==> src/rtl/vga_timing_pkg.sv <==
// -----------------------------------------------------------------------------
// vga_timing_pkg
// Shared 640x480@60 Hz timing constants for the scan controller, the letter
// generator and the bench. Holds the default porch/pulse widths, the derived
// line/frame totals and sync windows, the counter width, and a small window
// test used by the sync decoders.
// -----------------------------------------------------------------------------
package vga_timing_pkg;

  localparam int CNT_W = 10;

  localparam int DEF_HD  = 640;
  localparam int DEF_HF  = 16;
  localparam int DEF_HR  = 96;
  localparam int DEF_HB  = 48;
  localparam int DEF_VD  = 480;
  localparam int DEF_VF  = 10;
  localparam int DEF_VR  = 2;
  localparam int DEF_VB  = 33;
  localparam int DEF_DIV = 4;

  localparam int DEF_HT       = DEF_HD + DEF_HF + DEF_HR + DEF_HB;  // 800
  localparam int DEF_VT       = DEF_VD + DEF_VF + DEF_VR + DEF_VB;  // 525
  localparam int DEF_HS_START = DEF_HD + DEF_HF;                     // 656
  localparam int DEF_HS_END   = DEF_HD + DEF_HF + DEF_HR - 1;        // 751
  localparam int DEF_VS_START = DEF_VD + DEF_VF;                     // 490
  localparam int DEF_VS_END   = DEF_VD + DEF_VF + DEF_VR - 1;        // 491

  typedef logic [CNT_W-1:0] cnt_t;

  // True when value lies in the inclusive window lo..hi.
  function automatic logic in_window(cnt_t value, int lo, int hi);
    return (int'(value) >= lo) && (int'(value) <= hi);
  endfunction

endpackage

==> src/rtl/vga_sync_controller_if.sv <==
// -----------------------------------------------------------------------------
// vga_sync_controller_if
// Bundles the scan controller's video-side signals.
//   rgbswitches : raw colour switches into the controller
//   hsync/vsync : active-low syncs, registered
//   videoon     : visible-area flag
//   pixelx/y    : scan counters
//   ptick       : one-clk pixel enable
//   framestart  : one-clk pulse when the scan wraps to (0,0)
//   rgbsel      : frame-stable colour selection
// There is no handshake: every output is valid on every clk and consumers
// qualify pixel-rate work with ptick.
// master = the controller, slave = the letter generator / connector side.
// -----------------------------------------------------------------------------
interface vga_sync_controller_if;

  logic                     [2:0] rgbswitches;
  logic                           hsync;
  logic                           vsync;
  logic                           videoon;
  vga_timing_pkg::cnt_t           pixelx;
  vga_timing_pkg::cnt_t           pixely;
  logic                           ptick;
  logic                           framestart;
  logic                     [2:0] rgbsel;

  modport master (
    input  rgbswitches,
    output hsync, vsync, videoon, pixelx, pixely, ptick, framestart, rgbsel
  );

  modport slave (
    output rgbswitches,
    input  hsync, vsync, videoon, pixelx, pixely, ptick, framestart, rgbsel
  );

endinterface

==> src/rtl/pixel_tick_gen.sv <==
// -----------------------------------------------------------------------------
// pixel_tick_gen
// Free-running clock divider producing a one-clk pixel enable.
//   clk    : system clock
//   resetn : asynchronous active-low reset
//   ptick  : high for one clk whenever the divider sits at DIV-1
// DIV must be a power of two >= 2 so the counter wraps naturally.
// -----------------------------------------------------------------------------
module pixel_tick_gen #(
  parameter int DIV = 4
) (
  input  logic clk,
  input  logic resetn,
  output logic ptick
);

  localparam int W = $clog2(DIV);

  logic [W-1:0] r_div;

  always_ff @(posedge clk or negedge resetn) begin
    if (!resetn) begin
      r_div <= '0;
    end else begin
      r_div <= r_div + W'(1);
    end
  end

  assign ptick = (r_div == W'(DIV - 1));

endmodule

==> src/rtl/vga_sync_controller.sv <==
// -----------------------------------------------------------------------------
// vga_sync_controller
// Scan timing sequencer for the 640x480@60 Hz text display path.
//   clk    : 100 MHz system clock
//   resetn : asynchronous active-low reset
//   bus    : video-side signals (see vga_sync_controller_if), master side
// Divides clk into the pixel enable, runs the horizontal/vertical scan
// counters, decodes registered syncs, and latches the synchronised colour
// switches once per frame so a colour change never tears mid-frame.
// -----------------------------------------------------------------------------
module vga_sync_controller
  import vga_timing_pkg::*;
#(
  parameter int HD  = DEF_HD,
  parameter int HF  = DEF_HF,
  parameter int HR  = DEF_HR,
  parameter int HB  = DEF_HB,
  parameter int VD  = DEF_VD,
  parameter int VF  = DEF_VF,
  parameter int VR  = DEF_VR,
  parameter int VB  = DEF_VB,
  parameter int DIV = DEF_DIV
) (
  input  logic                  clk,
  input  logic                  resetn,
  vga_sync_controller_if.master bus
);

  localparam int HT       = HD + HF + HR + HB;
  localparam int VT       = VD + VF + VR + VB;
  localparam int HS_START = HD + HF;
  localparam int HS_END   = HD + HF + HR - 1;
  localparam int VS_START = VD + VF;
  localparam int VS_END   = VD + VF + VR - 1;

  logic       w_ptick;
  logic       w_h_last;
  logic       w_v_last;
  logic       w_wrap;
  cnt_t       w_h_next;
  cnt_t       w_v_next;

  cnt_t       r_h;
  cnt_t       r_v;
  logic       r_hsync;
  logic       r_vsync;
  logic       r_framestart;
  logic [2:0] r_sync1;
  logic [2:0] r_sync2;
  logic [2:0] r_rgbsel;

  pixel_tick_gen #(
    .DIV (DIV)
  ) u_tick (
    .clk    (clk),
    .resetn (resetn),
    .ptick  (w_ptick)
  );

  // ">=" rather than "==" so an out-of-range count (e.g. after an upset)
  // is treated as the last position and wraps to 0 on the next advance.
  assign w_h_last = (r_h >= cnt_t'(HT - 1));
  assign w_v_last = (r_v >= cnt_t'(VT - 1));

  always_comb begin
    w_h_next = w_h_last ? '0 : r_h + cnt_t'(1);
    w_v_next = r_v;
    if (w_h_last) begin
      w_v_next = w_v_last ? '0 : r_v + cnt_t'(1);
    end
  end

  // The advance that takes the scan to (0,0).
  assign w_wrap = w_ptick && w_h_last && w_v_last;

  // Syncs are decoded from the next count and registered with the counters,
  // so they line up exactly with pixelx/pixely.
  always_ff @(posedge clk or negedge resetn) begin
    if (!resetn) begin
      r_h     <= '0;
      r_v     <= '0;
      r_hsync <= 1'b1;
      r_vsync <= 1'b1;
    end else if (w_ptick) begin
      r_h     <= w_h_next;
      r_v     <= w_v_next;
      r_hsync <= !in_window(w_h_next, HS_START, HS_END);
      r_vsync <= !in_window(w_v_next, VS_START, VS_END);
    end
  end

  always_ff @(posedge clk or negedge resetn) begin
    if (!resetn) begin
      r_framestart <= 1'b0;
    end else begin
      r_framestart <= w_wrap;
    end
  end

  // Two-flop synchroniser for the asynchronous switches, then a frame latch
  // that only loads on the wrap edge.
  always_ff @(posedge clk or negedge resetn) begin
    if (!resetn) begin
      r_sync1  <= '0;
      r_sync2  <= '0;
      r_rgbsel <= '0;
    end else begin
      r_sync1 <= bus.rgbswitches;
      r_sync2 <= r_sync1;
      if (w_wrap) begin
        r_rgbsel <= r_sync2;
      end
    end
  end

  assign bus.hsync      = r_hsync;
  assign bus.vsync      = r_vsync;
  assign bus.videoon    = (r_h < cnt_t'(HD)) && (r_v < cnt_t'(VD));
  assign bus.pixelx     = r_h;
  assign bus.pixely     = r_v;
  assign bus.ptick      = w_ptick;
  assign bus.framestart = r_framestart;
  assign bus.rgbsel     = r_rgbsel;

endmodule

==> src/flat_wrapper.sv <==
// flat-port wrapper written by rule: the top's interface ports become plain ports
module vga_sync_controller_flat import vga_timing_pkg::*;
#(
  parameter int HD  = DEF_HD,
  parameter int HF  = DEF_HF,
  parameter int HR  = DEF_HR,
  parameter int HB  = DEF_HB,
  parameter int VD  = DEF_VD,
  parameter int VF  = DEF_VF,
  parameter int VR  = DEF_VR,
  parameter int VB  = DEF_VB,
  parameter int DIV = DEF_DIV
)
  (clk, resetn, bus_rgbswitches, bus_hsync, bus_vsync, bus_videoon, bus_pixelx, bus_pixely, bus_ptick, bus_framestart, bus_rgbsel);
  vga_sync_controller_if bus_i ();
  input  logic clk;
  input  logic resetn;
  input wire logic [$bits(bus_i.rgbswitches)-1:0] bus_rgbswitches;
  output wire logic [$bits(bus_i.hsync)-1:0] bus_hsync;
  output wire logic [$bits(bus_i.vsync)-1:0] bus_vsync;
  output wire logic [$bits(bus_i.videoon)-1:0] bus_videoon;
  output wire logic [$bits(bus_i.pixelx)-1:0] bus_pixelx;
  output wire logic [$bits(bus_i.pixely)-1:0] bus_pixely;
  output wire logic [$bits(bus_i.ptick)-1:0] bus_ptick;
  output wire logic [$bits(bus_i.framestart)-1:0] bus_framestart;
  output wire logic [$bits(bus_i.rgbsel)-1:0] bus_rgbsel;
  assign bus_i.rgbswitches = bus_rgbswitches;
  assign bus_hsync = bus_i.hsync;
  assign bus_vsync = bus_i.vsync;
  assign bus_videoon = bus_i.videoon;
  assign bus_pixelx = bus_i.pixelx;
  assign bus_pixely = bus_i.pixely;
  assign bus_ptick = bus_i.ptick;
  assign bus_framestart = bus_i.framestart;
  assign bus_rgbsel = bus_i.rgbsel;
  vga_sync_controller #(.HD(HD), .HF(HF), .HR(HR), .HB(HB), .VD(VD), .VF(VF), .VR(VR), .VB(VB), .DIV(DIV)) u_core (.clk(clk), .resetn(resetn), .bus(bus_i));
endmodule
==> config.mk <==
export PLATFORM = sky130hd
export DESIGN_NAME = vga_sync_controller_flat
export DESIGN_NICKNAME = d
export VERILOG_FILES = /design/src/rtl/vga_timing_pkg.sv /design/src/rtl/vga_sync_controller_if.sv /design/src/rtl/pixel_tick_gen.sv /design/src/rtl/vga_sync_controller.sv /design/src/flat_wrapper.sv
export SDC_FILE = /design/constraint.sdc
export NUM_CORES = 1
export LEC_CHECK = 0
export BUFFER_PORTS_ARGS = -buffer_cell sky130_fd_sc_hd__buf_4
export CELL_PAD_IN_SITES_DETAIL_PLACEMENT = 1
export CELL_PAD_IN_SITES_GLOBAL_PLACEMENT = 1
export CORE_MARGIN = 2
export CORE_UTILIZATION = 38
export CTS_CLUSTER_DIAMETER = 120
export DETAILED_ROUTE_END_ITERATION = 12
export GPL_ROUTABILITY_DRIVEN = 1
export PLACE_DENSITY = 0.73
export SLEW_MARGIN = 10
export SYNTH_ARGS = -nofsm -noshare
export SYNTH_HDL_FRONTEND = slang
export SYNTH_SLANG_ARGS = --single-unit
==> constraint.sdc <==
create_clock -name clk -period 1.83 [get_ports clk]
set_input_delay 0.2745 -clock clk [delete_from_list [all_inputs] [get_ports clk]]
set_output_delay 0.2745 -clock clk [all_outputs]
set_load 0.01 [all_outputs]
==> metrics, run 1 <==
GRT Total Usage=0.237; Syn Nets=slightly below 200; GP Congestion=0.846; Pwr per Cell Area=approximately 520 nW/um2; CP arrival=between 2 and 2.5 ns; final WL=5790 um; crit path time final=approximately 1.9 ns; P_sw=a little over 300 uW; fill count=527; Syn Inst Count=between 150 and 200; FFs w/ async S/R, synth=1.00; Die ar.=5420 um2; Final ANT Viol Nets=0; H-tree levels=2; Max Slew Vio Count=0; reg2reg path depth=7; DP Wirelength=~4100 um; Crit. path cell count=7; pin count of the biggest net entering global routing=35; number of port buffers=32; CTS buffer count=5; CTS tree=built; pre-CTS setup slack=-0.0996 ns; CP top delay family=compound AO/OA/AOI/OAI gates; Starting DRT DRC Count=90; CP cell instances=ha_4 > and4_4 > o41a_4 > a21oi_2 > a2bb2oi_2 > nor4_2 > a31oi_1; CTS sink cnt=34; max-cap violation count=0; Core Footprint=around 4700 um2; Comb power frac=0.017; post-synth cell types=46; Hold Path Depth=1; final worst slack=-0.0730 ns; unrepaired setup endpoints after global routing=true; worst-margin pin slew=~0.47 ns; most frequent cell after synthesis=dfrtp_1; Reg clk slew, reported paths=around 0.070 ns; CTS root buf=clkbuf_8; final non-filler cell total=roughly 300; Max Root-Sink Buffers=2; Mean Syn Cell Area=~10 um2; initial antenna violation count=0; first-pass GRT wire length=9670 um; fmax=525 MHz; critical-path cell with the highest stage delay=o41a_4; Nets=between 200 and 300; Yosys reg bits=34; Relative slew margins=0.689; share of the synthesized area in the top cell type=0.434; top-level I/O count=33; status=finished with violations; dpl cells=296; Layout area overhead=40.7%; Antenna diodes=0; post-route cell area=about 2600 um2; worst min path class=in -> reg; Clock Power Share=0.416; Switching Fraction=0.232; Fin. Hold Viols=0; Final Cycle Share=1.04; CP startpoint kind=flop; Worst Clk Skew=0.00638 ns; mapped cell area=roughly 1800 um2; register-to-register setup slack=-0.07 ns; Internal=1.03 mW; clk_lat worst skew=around 0.3 ns; Die H=about 74 um; fin util=0.553; Yosys top cell by area=dfrtp_1; Placed Instance Area=2370 um2; Seq/Total Area, Yosys=0.463; CP bufs+invs=0; warnings from Yosys=0; vias in the first global route=around 1,900; wire per inst=~19 um; DR vias/cell=about 5.8; ranking of synthesized cells by area=dfrtp_1 (43%), o21ai_0 (5.7%), nand3_1 (3.8%); Most used DFF post-synth=dfrtp_1; sequential power share=0.567; Critical Path Fanout Max=5; Data required, critical path=roughly 2.1 ns; crit-path max cell delay=around 0.47 ns; DIE WIDTH=73.6 um; critical path class=reg -> reg; Overall Power=approximately 1.3 mW; Post-synth EDFFs=0; share of layout cells above drive strength 1=0.455; Peak VDD IR=0.000266 V; vias=1,807; crit end category=flop; total gr overflow=0; setup violators final=1; Starting Density=0.393; Pleak=approximately 1.2 nW; DRC Markers=0; Pre-antenna DRT Iters=4; # rows=25; failing checks=setup timing; Post-synth top cells=dfrtp_1 (32), o21ai_0 (21), nor2_1 (15)
## state kept, by name, summed over array words and instances, names as in the netlist
name	count
u_core.bus.pixelx	10
u_core.bus.pixely	10
u_core.bus.rgbsel	3
u_core.r_sync1	3
u_core.r_sync2	3
u_core.u_tick.r_div	2
u_core.bus.framestart	1
u_core.bus.hsync	1
u_core.bus.vsync	1
## cell type report
| type | count | area, um2 | area share |
|---|---|---|---|
| Clock buffer | 6 | 72.6 | 0.0280 |
| Clock inverter | 2 | 10.0 | 0.00386 |
| Inverter | 7 | 26.3 | 0.0101 |
| Multi-Input combinational cell | 137 | 1020 | 0.395 |
| Sequential cell | 34 | 856 | 0.330 |
| Tap cell | 54 | 67.6 | 0.0260 |
| Timing Repair Buffer | 69 | 537 | 0.207 |
## per-stage QoR
step / hold slack (ns) / setup TNS, ns
after global routing: 0.0688 / -0.288
final: 0.0874 / -0.0730
after CTS: 0.0715 / -0.0654
after global placement: 0.243 / -0.0281
after detailed placement: 0.259 / -0.295
after floorplan: -0.0211 / -0.968
## cell usage in the layout, fill, tap and decap left out, types with 2 or more instances in the layout
master and count:
and2_2 2, o31ai_2 4, and3_2 5, a31oi_1 4, nor2_4 2, dfrtp_2 2
inv_1 7, o21ai_0 15, nor3_1 2, ha_1 3, nor2_1 12, nand2_4 2
nand3_1 14, and3_1 3, o21ai_1 6, o41a_4 2, nand2_1 11, nand3b_1 2
nor2_2 2, and2_1 2, o21a_1 2, buf_4 66, nand2b_1 2, o22ai_1 2
clkbuf_8 5, a21oi_1 7, nor4_2 2, mux2_2 4, o2bb2ai_1 2, clkinv_2 2
dfrtp_1 30, o31ai_1 2, dfstp_2 2
## timing repair
| item | in CTS | in global routing |
|---|---|---|
| endpoints found under the hold margin | 32 | 0 |
| hold buffers | 1 | 0 |
| pin swaps | 5 | 0 |
| cloned | 1 | 0 |
| endpoints found under the setup margin | 8 | 12 |
| gates resized for setup | 11 | 17 |
| buffers inserted | 0 | 3 |
## power groups by stage
stage	clock network [mW]	logic [mW]	registers, mW
global placement	0	0.0209	0.773
CTS	0.579	0.0243	0.760
finish	0.556	0.0228	0.760
detailed placement	0	0.0226	0.774
global route	0.606	0.0263	0.760
floorplan	0	0.0000512	0.773
## final timing paths
kind                                           to            startpoint
setup / recovery                 u_core.bus.vsync  u_core.bus.pixelx[1]
hold / removal                  u_core.r_sync1[1]    bus_rgbswitches[1]
setup reg to reg                 u_core.bus.vsync  u_core.bus.pixelx[1]
hold reg to reg                 u_core.r_sync2[2]     u_core.r_sync1[2]
max in group asynchronous        u_core.bus.vsync                resetn
min in group asynchronous  u_core.u_tick.r_div[1]                resetn
## metal layers
layer,GRT usage,up-vias,part of all wire
met5,0,-,0
met4,0.0929,0,0.021
met3,0.0549,13,0.032
met2,0.405,43,0.52
met1,0.287,919,0.43
li1,-,832,-
## cell families (layout without fill, tap and decap cells)
kind of cell	Yosys count	in the layout	share of synthesized area
AO/OA/AOI/OAI	57	58	0.222
adder cells (fa/ha/maj)	4	4	0.0272
buffers and inverters	17	84	0.0563
flip-flops	34	34	0.463
multiplexers	5	5	0.0299
AND/OR/NAND/NOR	70	70	0.202
Power figures use the tool's default switching activity.
==> run 2, diff against run 1 <==
--- a/config.mk
+++ b/config.mk
@@ -13,6 +13,7 @@
 export CTS_CLUSTER_DIAMETER = 120
 export DETAILED_ROUTE_END_ITERATION = 12
 export GPL_ROUTABILITY_DRIVEN = 1
+export MAX_ROUTING_LAYER = met4
 export PLACE_DENSITY = 0.73
 export SLEW_MARGIN = 10
 export SYNTH_ARGS = -nofsm -noshare
==> metrics, run 2 (same netlist as run 1, synthesis figures left out) <==
status=finished with violations; failing checks=setup timing; Fin. Hold Viols=0 (unchanged); final worst slack=-0.0736 ns (-0.000629 ns); Pre-antenna DRT Iters=4 (unchanged); Relative slew margins=0.686 (-0.00273); Reg clk slew, reported paths=0.08 ns (about the same); Nets=263 (unchanged); Antenna diodes=0 (unchanged); CP arrival=2.12 ns (about the same); CTS tree=built; top-level I/O count=33 (unchanged); most common cell after layout, fill and taps aside=buf_4; Hold Slack=0.0863 ns (-0.00111 ns); GP Congestion=0.860 (+1.6%); crit path time final=1.90 ns (+0.000629 ns); CP startpoint kind=flop; vias in the first global route=1,942 (+0.10%); Critical Path Fanout Max=5 (unchanged); Pwr per Cell Area=517 nW/um2 (about the same); Core Footprint=4690 um2 (unchanged); pre-CTS setup slack=-0.0996 ns (unchanged); Starting DRT DRC Count=109 (+21%); vias=1,809 (+0.11%); CTS sink cnt=34 (unchanged); DIE WIDTH=73.6 um (unchanged); register-to-register setup slack=-0.07 ns (about the same); fill count=527 (unchanged); first-pass GRT wire length=9670 um (unchanged); DR vias/cell=5.85 (+0.11%); Max Slew Vio Count=0 (unchanged); DP Wirelength=4090 um (unchanged); wire per inst=18.7 um (about the same); H-tree levels=2 (unchanged); # rows=25 (unchanged); Peak VDD IR=0.000266 V (+0.14%); critical path class=reg -> reg; CTS buffer count=5 (unchanged); clk_lat worst skew=0.30 ns (about the same); fmax=525 MHz (about the same); most frequent cells in the layout=buf_4 (66), dfrtp_1 (30), o21ai_0 (15), nand3_1 (14), nor2_1 (12); setup violators final=1 (unchanged); Data required, critical path=2.05 ns (about the same); pin count of the biggest net entering global routing=35 (unchanged); unrepaired setup endpoints after global routing=true; Overall Power=1.34 mW (about the same); number of port buffers=32 (unchanged); Worst Clk Skew=0.00643 ns (+0.0000478 ns); Starting Density=0.393 (unchanged); Final ANT Viol Nets=0 (unchanged); Die ar.=5420 um2 (unchanged); worst-margin pin slew=0.470 ns (+0.00410 ns); max-cap violation count=0 (unchanged); total gr overflow=0 (unchanged); Pleak=1.18 nW (unchanged); Max Root-Sink Buffers=2 (unchanged); Layout area overhead=40.7% (unchanged); DRC Markers=0 (unchanged); worst min path class=in -> reg; share of layout cells above drive strength 1=0.455 (unchanged); initial antenna violation count=0 (unchanged); Final Cycle Share=1.04 (about the same); crit end category=flop; CTS root buf=clkbuf_8; final WL=5790 um (about the same); Die H=73.6 um (unchanged); fin util=0.553 (unchanged); GRT Total Usage=0.244 (+0.00663)
## run 2: what timing repair did
item	in CTS	in global routing
hold buffers	1	0
resized for setup	11	17
gates cloned	1	0
endpoints found under the setup margin	8	12
pin swaps	5	0
hold endpoints to repair	32	0
setup buffers	0	3
## run 2: final timing paths
kind	startpoint	end	cells after the start
worst max-delay path	u_core.bus.pixelx[1]	u_core.bus.vsync	7
min in group asynchronous	resetn	u_core.u_tick.r_div[1]	2
worst min-delay path	bus_rgbswitches[1]	u_core.r_sync1[1]	1
max in group asynchronous	resetn	u_core.bus.vsync	2
worst min register to register	u_core.r_sync1[2]	u_core.r_sync2[2]	0
worst max register to register	u_core.bus.pixelx[1]	u_core.bus.vsync	7
## run 2: critical path: stages (launching register included)
cell and delay (ns):
dfrtp_2 0.43, ha_4 0.16, and4_4 0.17, o41a_4 0.47
a21oi_2 0.17, a2bb2oi_2 0.18, nor4_2 0.07, a31oi_1 0.16
## run 2: metrics by stage
step           cell area [um2]  instances  setup TNS, ns
4_1_cts                   2530        306        -0.0654
5_1_grt                   2590        309         -0.288
6_report                  2590        309        -0.0736
3_5_place_dp              2370        296         -0.295
2_1_floorplan             1880        187         -0.968
3_3_place_gp              2370        296        -0.0281
## run 2: power breakdown
group	leakage (nW)	internal [mW]	total [mW]	switching, mW
sequential	0.437	0.758	0.760	0.00177
combinational	0.698	0.00683	0.0229	0.0161
clock	0.0450	0.264	0.557	0.294
total	1.18	1.03	1.34	0.311
## run 2: layout make-up
type	count	area (um2)	share of cell area
multi-input cells	137	1020	0.395
flip-flops and latches	34	856	0.330
repair buffers	69	537	0.207
clock buffers	6	72.6	0.0280
well taps	54	67.6	0.0260
inverters	7	26.3	0.0101
clock inverters	2	10.0	0.00386
## run 2: metal layers
| layer | vias up | track usage | part of all wire |
|---|---|---|---|
| met4 | 0 | 0.0929 | 0.022 |
| met2 | 48 | 0.407 | 0.52 |
| met3 | 13 | 0.0521 | 0.032 |
| met1 | 912 | 0.286 | 0.43 |
| met5 | - | - | 0 |
| li1 | 836 | - | - |
